### src/rtl/fifo_inst.sv
// fifo_inst: single-clock circular-buffer FIFO with an occupancy counter.
// Any DEPTH >= 1 is supported; pointers wrap exactly at DEPTH-1.
// FALL_THROUGH=1 forwards data_i to data_o when the FIFO is empty.
// Optional macro FIFO_ASSERT_EN compiles in simulation-only protocol checks.
module fifo_inst #(
    parameter logic        FALL_THROUGH = 1'b0,
    parameter int unsigned DATA_WIDTH   = 32,
    parameter int unsigned DEPTH        = 8,
    localparam int unsigned USAGE_W     = $clog2(DEPTH + 1)
) (
    input  logic                  clk_i,
    input  logic                  rst_ni,
    input  logic                  flush_i,
    input  logic                  testmode_i,
    output logic                  full_o,
    output logic                  empty_o,
    output logic [USAGE_W-1:0]    usage_o,
    input  logic [DATA_WIDTH-1:0] data_i,
    input  logic                  push_i,
    output logic [DATA_WIDTH-1:0] data_o,
    input  logic                  pop_i
);

    localparam int unsigned PTR_W = (DEPTH > 1) ? $clog2(DEPTH) : 1;

    logic [DATA_WIDTH-1:0] mem [0:DEPTH-1];
    logic [PTR_W-1:0]      wr_ptr, rd_ptr, wr_nxt, rd_nxt;
    logic [USAGE_W-1:0]    cnt;
    logic                  cnt_zero, ft, wr_en, rd_en;

    // testmode_i only matters once clock gating is added; tie it off here
    logic unused_testmode;
    assign unused_testmode = testmode_i;

    assign cnt_zero = (cnt == '0);
    // fall-through window: empty FIFO with a word arriving this cycle
    assign ft       = FALL_THROUGH && cnt_zero && push_i;

    assign full_o   = (cnt == USAGE_W'(DEPTH));
    assign empty_o  = cnt_zero && !ft;
    assign usage_o  = cnt;
    assign data_o   = ft ? data_i : mem[rd_ptr];

    // a word that passes straight through is never stored; nothing is read
    // from storage while it is empty
    assign wr_en    = push_i && !full_o && !(ft && pop_i);
    assign rd_en    = pop_i && !cnt_zero;

    assign wr_nxt   = (wr_ptr == PTR_W'(DEPTH - 1)) ? '0 : wr_ptr + PTR_W'(1);
    assign rd_nxt   = (rd_ptr == PTR_W'(DEPTH - 1)) ? '0 : rd_ptr + PTR_W'(1);

    // pointers and occupancy; flush wins over any push/pop in the same cycle
    always_ff @(posedge clk_i or negedge rst_ni) begin
        if (!rst_ni) begin
            wr_ptr <= '0;
            rd_ptr <= '0;
            cnt    <= '0;
        end else if (flush_i) begin
            wr_ptr <= '0;
            rd_ptr <= '0;
            cnt    <= '0;
        end else begin
            if (wr_en) wr_ptr <= wr_nxt;
            if (rd_en) rd_ptr <= rd_nxt;
            case ({wr_en, rd_en})
                2'b10:   cnt <= cnt + USAGE_W'(1);
                2'b01:   cnt <= cnt - USAGE_W'(1);
                default: cnt <= cnt;
            endcase
        end
    end

    // storage array, intentionally not reset
    always_ff @(posedge clk_i) begin
        if (wr_en && !flush_i) mem[wr_ptr] <= data_i;
    end

`ifdef FIFO_ASSERT_EN
    if (DEPTH == 0) begin : g_depth_chk
        $fatal(1, "fifo_inst: DEPTH must be at least 1");
    end

    a_push_full: assert property (@(posedge clk_i) disable iff (!rst_ni) !(push_i && full_o))
        else $error("%m: push on full");
    a_pop_empty: assert property (@(posedge clk_i) disable iff (!rst_ni) !(pop_i && empty_o))
        else $error("%m: pop on empty");
`endif

endmodule

### config.mk
export PLATFORM = sky130hd
export DESIGN_NAME = fifo_inst
export DESIGN_NICKNAME = d
export VERILOG_FILES = /design/src/rtl/fifo_inst.sv
export SDC_FILE = /design/constraint.sdc
export NUM_CORES = 1
export LEC_CHECK = 0
export ABC_CLOCK_PERIOD_IN_PS = 7460
export CAP_MARGIN = 30
export CORE_MARGIN = 2
export CORE_UTILIZATION = 58
export DETAILED_ROUTE_END_ITERATION = 8
export GPL_ROUTABILITY_DRIVEN = 1
export PLACE_DENSITY = 0.79
export SLEW_MARGIN = 20
export SYNTH_ARGS = -nofsm -noshare
export SYNTH_HDL_FRONTEND = slang
export SYNTH_SLANG_ARGS = --single-unit
export TNS_END_PERCENT = 50
### constraint.sdc
create_clock -name clk_i -period 7.46 [get_ports clk_i]
set_input_delay 1.119 -clock clk_i [delete_from_list [all_inputs] [get_ports clk_i]]
set_output_delay 1.119 -clock clk_i [all_outputs]
set_load 0.01 [all_outputs]
==> results.ini <==
[synthesis]
syn-cell-area_mm2 = 0.0103
synthSimpleGateAreaFrac_pct = 1.90
synthAdderAreaFrac_pct = 0.922
synth_top_family_by_area = multiplexers
synth-seq-cells = 266
syn_nets = 495
synth_compound_area_share_pct = 1.10
ys_warn_count = 0
synthMuxAreaShare_pct = 17.8
ys_types = 32
syn_area_per_cell_um2 = 22.9
yosysSeqAreaShare_pct = 76.9
synthCells = 450
synth_xor_area_share_pct = 0.170

[global_routing]
grt_max_degree = 57
overflow = 0
grt_pass1_vias = 5000
gr-usage-all-layers_pct = 20.5
antenna_found_initial = 1
grt_pass1_wl_um = 28400

[power_and_ir_drop]
p_comb_share_pct = 20.5
cellLeakagePower_nw = 3.84
swShare_pct = 24.0
finalPower_w = 0.00379
cellPowerDensity_mw_per_mm2 = 311
p_sw_w = 0.000910
seqPwrFrac_pct = 46.6
clockPowerShare_pct = 33.0
internal_power_w = 0.00288
peakVddDrop_mv = 0.220

[timing]
grt_setup_unrepaired = no
fmax_ghz = 0.219
slew_viol_final = 0
worst_clock_skew_ps = 8.55
setup_tns_ps = 0
period_needed_ps = 4560
whs_ps = 630
hold_viol = 0
slew-limit-headroom_pct = 40.0
worstMarginPinSlew_ps = 890
fin_crit_sh_pct = 61.2
setup_viol = 0

[clocking]
post-cts-setup-buffer-count = 0
root_buffer = clkbuf_16
cts.sinks = 266
cts_max_level = 1
cts_buffer_depth = 3
clock_latency_ps = 520
cts_buffers = 26
clk_pin_slew_ps = 60
hold_buffers = 0
ctsResizeCount = 0
cts_tree = yes

[drt]
routedWlPerCell_um = 23.6
dr_total_vias = 4785
ant_nets = 0
drt_wl_total_um = 18600
avgViaCountPerCell = 6.09
drt_pass1_iterations = 5
first_iter_violations = 473
drcViolationCount = 0

[setup_path]
critPathKind = flop to output pin
required_ps = 6340
ff2ff_path_depth = 6
r2r_setup_slack_ps = 4470
r2r-start = usage_o[0]$_DFFE_PN0P_
r2r-end = mem[1][14]$_DFFE_PP_
worst-path-max-fanout = 40
worstSetupEndpointType = output pin
setup.worst_path.start_class = flop
arrival_ps = 3450

[flow_run]
max_cap_viol_count = 0

[finish]
syn_to_final_growth_pct = 18.3
drive_above_1_share_pct = 28.5
diodes = 0
final_common_cell = edfxtp_1
final_cell_mix = edfxtp_1, clkdlybuf4s50_1, mux4_2
final_nets = 586

[hold_path]
min_from = wr_ptr[0]$_DFFE_PN0P_
min_to = wr_ptr[0]$_DFFE_PN0P_
hold_class = flop to flop
whs_path_depth = 2

[die]
std_cell_rows = 48
start_util_pct = 59.5
core_mm2 = 0.0174
die_width_um = 137
dieArea_mm2 = 0.0189
die_height_um = 137
io_pins = 76

[place]
place_congestion = 0.712
dp_hpwl_um = 10100
port_buffers = 74

[outcome]
status = finished, final reports clean

## power by group through the flow
stage          clock network, W  registers, W  logic, W
5_1_grt                 0.00133       0.00178  0.000835
2_1_floorplan                 0       0.00176  0.000540
3_3_place_gp                  0       0.00179  0.000765
4_1_cts                 0.00127       0.00177  0.000788
3_5_place_dp                  0       0.00180  0.000779
6_report                0.00125       0.00177  0.000776
## logic make-up (layout without fill, tap and decap cells)
family | count (synthesis) | in the layout
flops | 266 | 266
mux | 100 | 100
simple gates | 38 | 38
buf+inv | 23 | 134
compound gates | 14 | 14
fa+ha+maj | 7 | 7
xor+xnor | 2 | 2
## cell usage after synthesis
library cell	n	share of area (%)
edfxtp_1	256	74
mux4_2	64	14
mux2_2	32	3.5
clkbuf_1	13	0.47
nor2_1	13	0.47
dfrtp_1	10	2.4
a21oi_1	7	0.34
nand2_1	7	0.25
ha_1	6	0.73
buf_4	4	0.29
mux2i_1	4	0.39
nor3_1	4	0.19
buf_1	3	0.11
nand2b_1	3	0.18
nand3_1	3	0.15
a211oi_1	2	0.15
buf_6	2	0.22
nor3b_1	2	0.15
xnor2_1	2	0.17
a211oi_2	1	0.12
a21oi_4	1	0.16
fa_1	1	0.19
inv_2	1	0.036
nand4b_1	1	0.085
nor4_1	1	0.061
o311a_1	1	0.097
o311ai_1	1	0.085
o41ai_2	1	0.16
or2b_1	1	0.073
or3_1	1	0.061
or4b_1	1	0.097
or4b_4	1	0.13
## worst max-delay path by stage
stage                     startpoint                  end  cells past startpoint
2_1_floorplan                 push_i  mem[0][0]$_DFFE_PP_                      4
3_3_place_gp   rd_ptr[0]$_DFFE_PN0P_            data_o[1]                      4
3_5_place_dp   rd_ptr[0]$_DFFE_PN0P_            data_o[8]                      4
4_1_cts        rd_ptr[0]$_DFFE_PN0P_            data_o[1]                      4
5_1_grt        rd_ptr[0]$_DFFE_PN0P_           data_o[21]                      4
6_report       rd_ptr[0]$_DFFE_PN0P_            data_o[1]                      4
## worst max-delay path: stages (launching register included)
cell	delay (ps)
dfrtp_4	770
buf_4	740
mux4_2	610
mux2_2	300
clkdlybuf4s50_1	490
## layout make-up
| type | count | area [um2] |
|---|---|---|
| Timing Repair Buffer | 85 | 836 |
| Fill cell | 991 | 5140 |
| Sequential cell | 266 | 7940 |
| Tap cell | 225 | 282 |
| Inverter | 1 | 3.75 |
| Clock inverter | 15 | 129 |
| Multi-Input combinational cell | 161 | 2320 |
| Clock buffer | 33 | 698 |
## sequential cells by signal, summed over array words and instances, names as in the netlist
name / count
wr_ptr: 3
usage_o: 4
mem: 256
rd_ptr: 3
## layer usage
metal / share of wire [%] / GRT usage [%] / vias to the layer above
met3: 6.2 / 3.75 / 26
met2: 52 / 35.3 / 155
met5: 0 / 0 / -
met1: 40 / 27.8 / 2526
met4: 1.8 / 4.58 / 0
li1: - / - / 2078
## stage by stage
| step | util, % | instances | area, um2 | setup WS (ps) |
|---|---|---|---|---|
| finish | 70.4 | 786 | 12200 | 2900 |
| global route | 70.4 | 786 | 12200 | 2650 |
| global placement | 65.5 | 737 | 11400 | 3380 |
| CTS | 70.2 | 785 | 12200 | 2790 |
| floorplan | - | 450 | 10300 | 2990 |
| detailed placement | 65.5 | 737 | 11400 | 3360 |
(Power assumes the default switching activity.)
